--- src/rtl/gh_pkg.sv ---
// Shared widths and position-word field offsets for the fret detector.
// Pure constants; no logic, no latency.
package gh_pkg;
    localparam int X_W       = 11;
    localparam int Y_W       = 10;
    localparam int CNT_W     = 5;
    localparam int POS_W     = 24;
    localparam int POS_X_LSB = 0;
    localparam int POS_Y_LSB = 12;
    localparam logic [CNT_W-1:0] CNT_MAX = '1;
endpackage

--- src/rtl/gh_fret_window.sv ---
// One fret channel: lit-pixel count inside its window, hit decision and press state.
// Press updates on the clock after a decided frame edge; no backpressure. GH_FRET_FILTER_EN adds 2-frame debounce.
module gh_fret_window
    import gh_pkg::*;
#(
    parameter int WIN_W = 4,
    parameter int WIN_H = 4
) (
    input  logic             CLK,
    input  logic             RST_N,
    input  logic [X_W-1:0]   xCnt,
    input  logic [Y_W-1:0]   yCnt,
    input  logic [X_W-1:0]   xPos,
    input  logic [Y_W-1:0]   yPos,
    input  logic             vde,
    input  logic             pixel,
    input  logic [CNT_W-1:0] hitThresh,
    input  logic             frameEdge,
    input  logic             decide,
    output logic             pressNext,
    output logic             press
);
    logic [X_W:0]     xEnd;
    logic [Y_W:0]     yEnd;
    logic             inWin;
    logic             hitNow;
    logic [CNT_W-1:0] litCnt;

    // One extra bit so windows near the counter limit truncate instead of wrapping
    assign xEnd = {1'b0, xPos} + (X_W+1)'(WIN_W - 1);
    assign yEnd = {1'b0, yPos} + (Y_W+1)'(WIN_H - 1);

    assign inWin = vde && pixel
                && (xCnt >= xPos) && ({1'b0, xCnt} <= xEnd)
                && (yCnt >= yPos) && ({1'b0, yCnt} <= yEnd);

    assign hitNow = (litCnt >= hitThresh);

    always_ff @(posedge CLK or negedge RST_N) begin
        if (!RST_N)
            litCnt <= '0;
        else if (frameEdge)
            litCnt <= '0;
        else if (inWin && (litCnt != CNT_MAX))
            litCnt <= litCnt + CNT_W'(1);
    end

`ifdef GH_FRET_FILTER_EN
    logic hitPrev;

    always_comb begin
        pressNext = press;
        if (hitNow && hitPrev)
            pressNext = 1'b1;
        else if (!hitNow && !hitPrev)
            pressNext = 1'b0;
    end

    always_ff @(posedge CLK or negedge RST_N) begin
        if (!RST_N)
            hitPrev <= 1'b0;
        else if (decide)
            hitPrev <= hitNow;
    end
`else
    assign pressNext = hitNow;
`endif

    always_ff @(posedge CLK or negedge RST_N) begin
        if (!RST_N)
            press <= 1'b0;
        else if (decide)
            press <= pressNext;
    end
endmodule

--- src/rtl/gh_fret_array.sv ---
// Guitar fret/strum detector from thresholded video; optional GH_FRET_FILTER_EN debounce.
// Outputs move one cycle after the frame edge plus delay_in frames; no backpressure.
module gh_fret_array
    import gh_pkg::*;
#(
    parameter int NUM_FRETS   = 5,
    parameter int WIN_W       = 4,
    parameter int WIN_H       = 4,
    parameter int DELAY_DEPTH = 32,
    localparam int DW         = $clog2(DELAY_DEPTH)
) (
    input  logic                       CLK,
    input  logic                       RST_N,
    input  logic                       enable,
    input  logic                       vsync,
    input  logic                       hsync,
    input  logic                       vde,
    input  logic                       pixel,
    input  logic [NUM_FRETS*POS_W-1:0] pos_in,
    input  logic [CNT_W-1:0]           hit_thresh,
    input  logic [DW-1:0]              delay_in,
    input  logic [3:0]                 strum_time,
    output logic [NUM_FRETS-1:0]       frets,
    output logic                       strum,
    output logic [NUM_FRETS-1:0]       frets_raw
);
    localparam int EW = NUM_FRETS + 1;

    logic [2:0]           vsSh, hsSh;
    logic                 frameEdge, lineEdge, decide, armed, lineHasDe;
    logic [X_W-1:0]       xCnt;
    logic [Y_W-1:0]       yCnt;
    logic [NUM_FRETS-1:0] pressNext, press;
    logic [3*NUM_FRETS-1:0] unusedPos;

    // Stages [0],[1] resynchronise; [2] holds the previous second stage for edge detect
    always_ff @(posedge CLK or negedge RST_N) begin
        if (!RST_N) begin
            vsSh <= '0;
            hsSh <= '0;
        end else begin
            vsSh <= {vsSh[1:0], vsync};
            hsSh <= {hsSh[1:0], hsync};
        end
    end

    assign frameEdge = vsSh[1] & ~vsSh[2];
    assign lineEdge  = hsSh[1] & ~hsSh[2];
    // The first frame edge after reset only opens a frame; it never decides
    assign decide    = frameEdge & armed;

    always_ff @(posedge CLK or negedge RST_N) begin
        if (!RST_N) begin
            xCnt      <= '0;
            yCnt      <= '0;
            lineHasDe <= 1'b0;
            armed     <= 1'b0;
        end else begin
            if (lineEdge)
                xCnt <= '0;
            else if (vde)
                xCnt <= xCnt + X_W'(1);
            if (frameEdge)
                yCnt <= '0;
            else if (lineEdge && lineHasDe)
                yCnt <= yCnt + Y_W'(1);
            if (frameEdge || lineEdge)
                lineHasDe <= 1'b0;
            else if (vde)
                lineHasDe <= 1'b1;
            if (frameEdge)
                armed <= 1'b1;
        end
    end

    for (genvar i = 0; i < NUM_FRETS; i++) begin : gWin
        gh_fret_window #(
            .WIN_W(WIN_W),
            .WIN_H(WIN_H)
        ) uWin (
            .CLK      (CLK),
            .RST_N    (RST_N),
            .xCnt     (xCnt),
            .yCnt     (yCnt),
            .xPos     (pos_in[i*POS_W+POS_X_LSB +: X_W]),
            .yPos     (pos_in[i*POS_W+POS_Y_LSB +: Y_W]),
            .vde      (vde),
            .pixel    (pixel),
            .hitThresh(hit_thresh),
            .frameEdge(frameEdge),
            .decide   (decide),
            .pressNext(pressNext[i]),
            .press    (press[i])
        );
        assign unusedPos[3*i +: 3] = {pos_in[i*POS_W+23 -: 2], pos_in[i*POS_W+11]};
    end

    logic       newPress, strumRaw, strumRawNext, restrum, restrumNext;
    logic [3:0] strumCnt, strumCntNext, strumLen;

    assign newPress = |(pressNext & ~press);
    assign strumLen = (strum_time == 4'd0) ? 4'd1 : strum_time;

    // A new press during an active strum drops it for one frame, then restarts it
    always_comb begin
        strumRawNext = strumRaw;
        strumCntNext = strumCnt;
        restrumNext  = restrum;
        if (newPress && strumRaw) begin
            strumRawNext = 1'b0;
            strumCntNext = 4'd0;
            restrumNext  = 1'b1;
        end else if (newPress || restrum) begin
            strumRawNext = 1'b1;
            strumCntNext = strumLen;
            restrumNext  = 1'b0;
        end else if (strumCnt > 4'd1) begin
            strumCntNext = strumCnt - 4'd1;
        end else begin
            strumRawNext = 1'b0;
            strumCntNext = 4'd0;
        end
    end

    always_ff @(posedge CLK or negedge RST_N) begin
        if (!RST_N) begin
            strumRaw <= 1'b0;
            strumCnt <= '0;
            restrum  <= 1'b0;
        end else if (decide) begin
            strumRaw <= strumRawNext;
            strumCnt <= strumCntNext;
            restrum  <= restrumNext;
        end
    end

    logic [EW-1:0]          dlyMem [DELAY_DEPTH];
    logic [DELAY_DEPTH-1:0] dlyVld;
    logic [DW-1:0]          wrPtr, rdPtr, dlySel;
    logic [EW-1:0]          dlyOut, selWord;

    assign rdPtr = wrPtr - delay_in;

    always_ff @(posedge CLK) begin
        if (decide)
            dlyMem[wrPtr] <= {strumRawNext, pressNext};
    end

    always_ff @(posedge CLK or negedge RST_N) begin
        if (!RST_N) begin
            wrPtr  <= '0;
            dlyVld <= '0;
            dlyOut <= '0;
            dlySel <= '0;
        end else begin
            if (frameEdge)
                dlySel <= delay_in;
            if (decide) begin
                dlyVld[wrPtr] <= 1'b1;
                wrPtr         <= wrPtr + DW'(1);
                dlyOut        <= dlyVld[rdPtr] ? dlyMem[rdPtr] : '0;
            end
        end
    end

    assign selWord   = (dlySel == '0) ? {strumRaw, press} : dlyOut;
    assign frets     = enable ? selWord[NUM_FRETS-1:0] : '0;
    assign strum     = enable & selWord[NUM_FRETS];
    assign frets_raw = press;
endmodule

--- config.mk ---
export PLATFORM = sky130hd
export DESIGN_NAME = gh_fret_array
export DESIGN_NICKNAME = d
export VERILOG_FILES = /design/src/rtl/gh_pkg.sv /design/src/rtl/gh_fret_window.sv /design/src/rtl/gh_fret_array.sv
export SDC_FILE = /design/constraint.sdc
export NUM_CORES = 1
export LEC_CHECK = 0
export BUFFER_PORTS_ARGS = -buffer_cell sky130_fd_sc_hd__buf_4
export CORE_ASPECT_RATIO = 0.75
export CORE_UTILIZATION = 62
export DETAILED_ROUTE_END_ITERATION = 8
export GPL_ROUTABILITY_DRIVEN = 0
export PLACE_DENSITY = 0.82
export SYNTH_ARGS = -nofsm -noshare
export SYNTH_HDL_FRONTEND = slang
export SYNTH_SLANG_ARGS = --single-unit
--- constraint.sdc ---
create_clock -name CLK -period 5.6 [get_ports CLK]
set_input_delay 0.28 -clock CLK [delete_from_list [all_inputs] [get_ports CLK]]
set_output_delay 0.28 -clock CLK [all_outputs]
set_load 0.02 [all_outputs]
# --- Word level (Yosys, flattened, before mapping) ---
# Memory sizes are Yosys's and may differ from the RTL's.
# Cells that the tools add are included.
op_classes:
  addsub: 20
  multipliers: 0
  div: 0
  order_cmp: 29
  n_eq_ne: 5
  n_shift: 0
  muxes: 34
  bitwise: 9
  n_reduce_logical: 44
ops:
  columns: ["operator", "n"]
  rows:
  - ["$add 11x2->12 const B", 5]
  - ["$le 11x12->1", 5]
  - ["$add 10x2->11 const B", 5]
  - ["$ge 11x11->1", 5]
  - ["$le 10x11->1", 5]
  - ["$mux 5", 11]
  - ["$ge 10x10->1", 5]
  - ["$or 32x32->32", 1]
  - ["$add 5x1->5 const B", 6]
  - ["$logic_and 1x1->1", 29]
  - ["$ge 5x5->1", 5]
  - ["$ne 5x5->1 const B", 5]
  - ["$mux 11", 2]
  - ["$mux 10", 2]
  - ["$reduce_bool 2->1", 9]
  - ["$mux 4", 4]
  - ["$lt 5x6->1 const B", 2]
  - ["$mux 6", 2]
  - ["$add 11x1->11 const B", 1]
  - ["$mux 1", 11]
  - ["$add 10x1->10 const B", 1]
  - ["$and 5x5->5", 1]
  - ["$bmux 1 s5", 1]
  - ["$demux 1 s5", 1]
  - ["12 further kinds", 17]
word_totals:
  ff_bits: 113
  latch_bits: 0
  ramBits: 192
  rom_bits: 0
  inputBits: 141
  out_inout_bits: 11
  elab_cells: 165
  n_memories: 1
memory_table:
  columns: ["memory", "words", "width", "read_ports", "rd_ports_with_merged_regs", "write_ports", "line", "source"]
  rows:
  - ["dlyMem", 32, 6, 1, 0, 1, "gh_fret_array.sv:137", "logic [EW-1:0] dlyMem [DELAY_DEPTH];"]

# --- Logic depth before layout (Yosys ltp) ---
depth:
  ltp_word: 8
  mapped_depth: 14
  mapped_depth_nobuf: 14

# --- By module ---
# Synthesis repeated with hierarchy kept, for this count alone.
hier_totals:
  hier_cells: 1720
  area_unflattened_um2: 20158.1
by_module_without_submodules:
  columns: ["mod", "instances", "cells_each", "area_each_um2", "seq_area_each_um2"]
  rows:
  - ["gh_fret_array", 1, 648, 11313.4, 7842.5]
  - ["gh_fret_window (gWin[2].uWin ...)", 3, 215, 1780.5, 150.1]
  - ["gh_fret_window (gWin[0].uWin)", 1, 212, 1776.7, 150.1]
  - ["gh_fret_window (gWin[1].uWin)", 1, 215, 1726.7, 150.1]

# --- Worst setup path before layout ---
# Ideal clock, no wire load.
synth_timing:
  kind: "flip-flop to flip-flop"
  start: "register gWin[0].uWin.litCnt[0]"
  end: "memory dlyMem[0][5] (netlist bit), data pin"
  setup_ns: 0.377
  t_arrival_ns: 3.824
  required_ns: 5.223
  slack_ns: 1.399
  path_stages_with_launch: 11
  path_buffers: 1
  period_less_slack_ns: 4.201
  path_cell_list: "dfrtp_1 -> inv_1 -> ha_1 -> nand2b_1 -> a21oi_1 -> o21ai_0 -> nand2b_1 -> o2111ai_1 -> clkbuf_1 -> a211oi_1 -> a21oi_1"
synth_via:
  elab_chain_len: 6
  word_cells_on_any_way: 7
  classes_between: "order compare: 1; mux: 2; bitwise: 1; reduce/logical: 3"
synth_lines:
  columns: ["item", "line", "source"]
  rows:
  - ["start: declaration", "gh_fret_window.sv:27", "logic [CNT_W-1:0] litCnt;"]
  - ["start signal: assignment", "gh_fret_window.sv:45", "litCnt <= litCnt + CNT_W'(1);"]
  - ["$ge 5x5->1 (*)", "gh_fret_window.sv:37", "assign hitNow = (litCnt >= hitThresh);"]
  - ["named net gWin[0].uWin.pressNext", "gh_fret_window.sv:20", "output logic pressNext,"]
  - ["$and 5x5->5 (*)", "gh_fret_array.sv:101", "assign newPress = |(pressNext & ~press);"]
  - ["$reduce_or 5->1 (*)", "gh_fret_array.sv:101", null]
  - ["$logic_or 1x1->1", "gh_fret_array.sv:113", "end else if (newPress || restrum) begin"]
  - ["$mux 1", "gh_fret_array.sv:113", null]
  - ["$mux 1 (*)", "gh_fret_array.sv:109", "if (newPress && strumRaw) begin"]
  - ["named net strumRawNext", "gh_fret_array.sv:98", "logic newPress, strumRaw, strumRawNext, restrum, restrumNext;"]
  - ["end: declaration", "gh_fret_array.sv:137", null]
# The timed path passes the listed nets; every way through them passes the cells marked *.

# --- Final worst setup path ---
layout_timing:
  start: "register wrPtr[0]"
  end: "register dlyOut[1]"
layout_via:
  elab_chain_len: 4
  word_cells_on_any_way: 5
  classes_between: "add/sub: 1; mux: 3; memory: 1"
layout_lines:
  columns: ["item", "line", "source"]
  rows:
  - ["start: declaration", "gh_fret_array.sv:139", "logic [DW-1:0] wrPtr, rdPtr, dlySel;"]
  - ["start signal: assignment", "gh_fret_array.sv:160", "wrPtr <= wrPtr + DW'(1);"]
  - ["$sub 5x5->5 (*)", "gh_fret_array.sv:142", "assign rdPtr = wrPtr - delay_in;"]
  - ["$bmux 1 s5", "gh_fret_array.sv:161", "dlyOut <= dlyVld[rdPtr] ? dlyMem[rdPtr] : '0;"]
  - ["$mux 1 (not written as such)", "gh_fret_array.sv:161", null]
  - ["$mux 6 (*)", "gh_fret_array.sv:161", null]
  - ["end signal: assignment", "gh_fret_array.sv:161", null]
  - ["end: declaration", "gh_fret_array.sv:140", "logic [EW-1:0] dlyOut, selWord;"]
# Mark *: on every way between the ends. The rest lies on a longest branch, timed or not. The select of a mux whose other input is x is not followed.
# A chain may end at the register's enable or synchronous reset.

==> metrics.yaml <==
floorplan:
  fp.dieW_um: 208.0
  die-height_um: 156.5
  core_region_area_um2: 31320
  placement_rows: 56
  num_io_pins: 152
  initial_core_util_pct: 63.03
  dieArea_um2: 32560
finish:
  final_nets: 2277
  final_common_cell: "ha_1"
  drive_gt1_share_pct: 16.88
  fillCellCount: 2076
  syn2layout_area_growth_pct: 12.36
  diodes: 0
  regArea_um2: 8593
  layout_common_cells: "266 x ha_1, 192 x edfxtp_1, 148 x buf_4"
  multi_input_area_um2: 10440
synthesis:
  synth_mux_area_share_pct: 9.045
  synth-compound-area-share_pct: 10.49
  synthFlopType: "edfxtp_1"
  syn_avg_cell_area_um2: 11.46
  yosys.area.top_type: "edfxtp_1"
  ys.warnings.count: 0
  synthTopCellsByArea: "edfxtp_1 29%, ha_1 17%, dfrtp_1 14%"
  synthArstFlopShare_pct: 37.05
  syn_inst: 1723
  synth_nets: 2132
  synth_adder_area_share_pct: 17.02
  synthXorXnorAreaFrac_pct: 4.792
  synth_top_area_share_pct: 29.21
  synth-edff-count: 192
  synthSimpleGateAreaFrac_pct: 11.34
  seq_area_frac_synth_pct: 43.53
  ys_types: 60
  synth_top_family_by_area: "adder cells"
  syn_area_um2: 19740
  ys_ff_latch: 305
drt:
  first_pass_iters: 7
  wl_um: 49900
  vias_per_cell: 6.467
  ant_nets: 0
  num_vias: 14850
  drc: 0
  drtIter0Drc: 1482
  wl_per_cell_um: 21.73
global_route:
  grt_antenna_before_repair: 1
  grt_use_total_pct: 30.80
  grt_pass1_wl_um: 78130
  grt_start_max_net_pins: 71
  grt_pass1_vias: 14500
  overflow: 0
cts:
  cts_tree: "yes"
  htreeDepth: 1
  cts.sinks: 305
  clock_latency_ns: 0.54
  path_clk_slew_ns: 0.07
  root_buffer: "clkbuf_16"
  max-clock-path-buffers: 3
  postCtsResizedCells: 0
  cts_buffers: 28
status:
  status: "complete, no violations"
worst_setup_path:
  cp-startpoint: "wrPtr[0]$_DFFE_PN0P_"
  crit_path_start_kind: "flip-flop"
  r2r_end: "dlyOut[1]$_DFFE_PN0P_"
  crit_arrival_ns: 4.29
  critPathCaptureType: "flip-flop"
  r2r_cells: 8
  timing.rr.start: "wrPtr[0]$_DFFE_PN0P_"
  critical_path_required_ns: 6.01
  critPathMaxFanout: 56
  crit_end: "dlyOut[1]$_DFFE_PN0P_"
  crit_type: "reg -> reg"
  reg2reg_slack_ns: 1.72
timing:
  setup_viol: 0
  period_needed_ns: 3.879
  grt_setup_unrepaired: "false"
  tns_ns: 0
  worstMarginPinSlew_ns: 1.196
  drv_slew: 0
  fin_worst_skew_ns: 0.01117
  finalHoldViolCount: 0
  slew_headroom_pct: 20.28
  clock.fmax_mhz: 257.8
  fin_hold_ws_ns: 0.04218
  period_share_pct: 69.27
placed_design:
  place.port_buffers: 136
  dp.final_hpwl_um: 35410
power_and_ir_drop:
  leakagePower_nw: 9.929
  p_per_area_nw_per_um2: 333.1
  vdd_ir_drop_max_uv: 317.9
run:
  maxCapViolations: 0
min_path:
  hold_path_class: "in -> reg"
==> cells in the mapped netlist (19+ instances only) <==
cell / number
nor2_1: 99
edfxtp_1: 192
o21ai_0: 84
nand3_1: 51
nand2_1: 99
xnor2_1: 87
nor3_1: 33
inv_1: 145
clkbuf_1: 19
dfrtp_1: 113
ha_1: 267
xor2_1: 21
mux4_2: 70
a211oi_1: 28
or3_1: 22
a21o_1: 28
nand4_1: 38
or2_2: 34
a21oi_1: 74
==> sequential cells by signal, indices dropped and copies added (netlist names) <==
signal            flops
hsSh                  3
gWin.uWin.press       5
armed                 1
dlyVld               32
dlyOut                6
strumCnt              4
wrPtr                 5
restrum               1
lineHasDe             1
gWin.uWin.litCnt     25
dlyMem              192
xCnt                 11
vsSh                  3
dlySel                5
yCnt                 10
strumRaw              1
==> worst min path at each step <==
stage | depth (start not counted) | slack, ns | startpoint | endpoint
6_report | 3 | 0.04 | strum_time[3] | strumCnt[3]$_DFFE_PN0P_
5_1_grt | 3 | 0.07 | strum_time[2] | strumCnt[2]$_DFFE_PN0P_
4_1_cts | 3 | 0.03 | strum_time[3] | strumCnt[3]$_DFFE_PN0P_
3_5_place_dp | 1 | 0.34 | RST_N | xCnt[1]$_DFFE_PN0P_
3_3_place_gp | 1 | 0.32 | RST_N | xCnt[3]$_DFFE_PN0P_
2_1_floorplan | 0 | -0.02 | RST_N | armed$_DFFE_PN0P_
==> cells by family after synthesis <==
group           after synthesis
buf+inv                     183
simple gates                450
flops                       305
compound gates              319
xor+xnor                    108
mux                          90
fa+ha+maj                   268
==> metrics by stage <==
stage	utilization, %	area, µm²	power, mW	setup WS, ns	cells
floorplan	-	19740	4.611	1.399	1723
global placement	67.67	21200	5.264	1.890	2239
detailed placement	67.67	21200	5.405	1.793	2239
CTS	70.82	22180	7.362	1.740	2296
global route	70.82	22180	7.672	1.654	2296
finish	70.82	22180	7.387	1.721	2296
==> metal layers <==
metal	global-route usage (%)	wire length, µm	vias up
li1	-	-	6741
met5	0	0	-
met1	43.04	20780	7308
met2	50.13	23440	696
met4	9.136	1266	0
met3	4.796	4411	103
==> final cells by class <==
type | instances | share of cell area [%]
Multi-Input combinational cell | 1235 | 47.06
Clock inverter | 11 | 0.5133
Inverter | 145 | 2.454
Tap cell | 406 | 2.290
Timing Repair Buffer | 153 | 5.235
Sequential cell | 305 | 38.74
Clock buffer | 41 | 3.701
==> power by group <==
part	internal, mW	total, mW	switching [mW]
registers	2.57	2.74	0.176
clock network	1.11	1.94	0.833
logic	1.32	2.70	1.38
total	4.99	7.39	2.39
==> repair_timing <==
action                                 CTS  global route
endpoints found under the hold margin   47             0
setup buffers                            0             0
hold buffers                             5             0
==> worst max-delay path, stage by stage, from the launching register on <==
cell     delay [ns]
dfrtp_1        0.41
inv_1          0.18
ha_4           0.15
inv_1          0.05
fa_4           1.38
mux4_2         0.48
mux4_2         0.51
a22o_1         0.31
a22o_1         0.24
(Power assumes the default switching activity.)
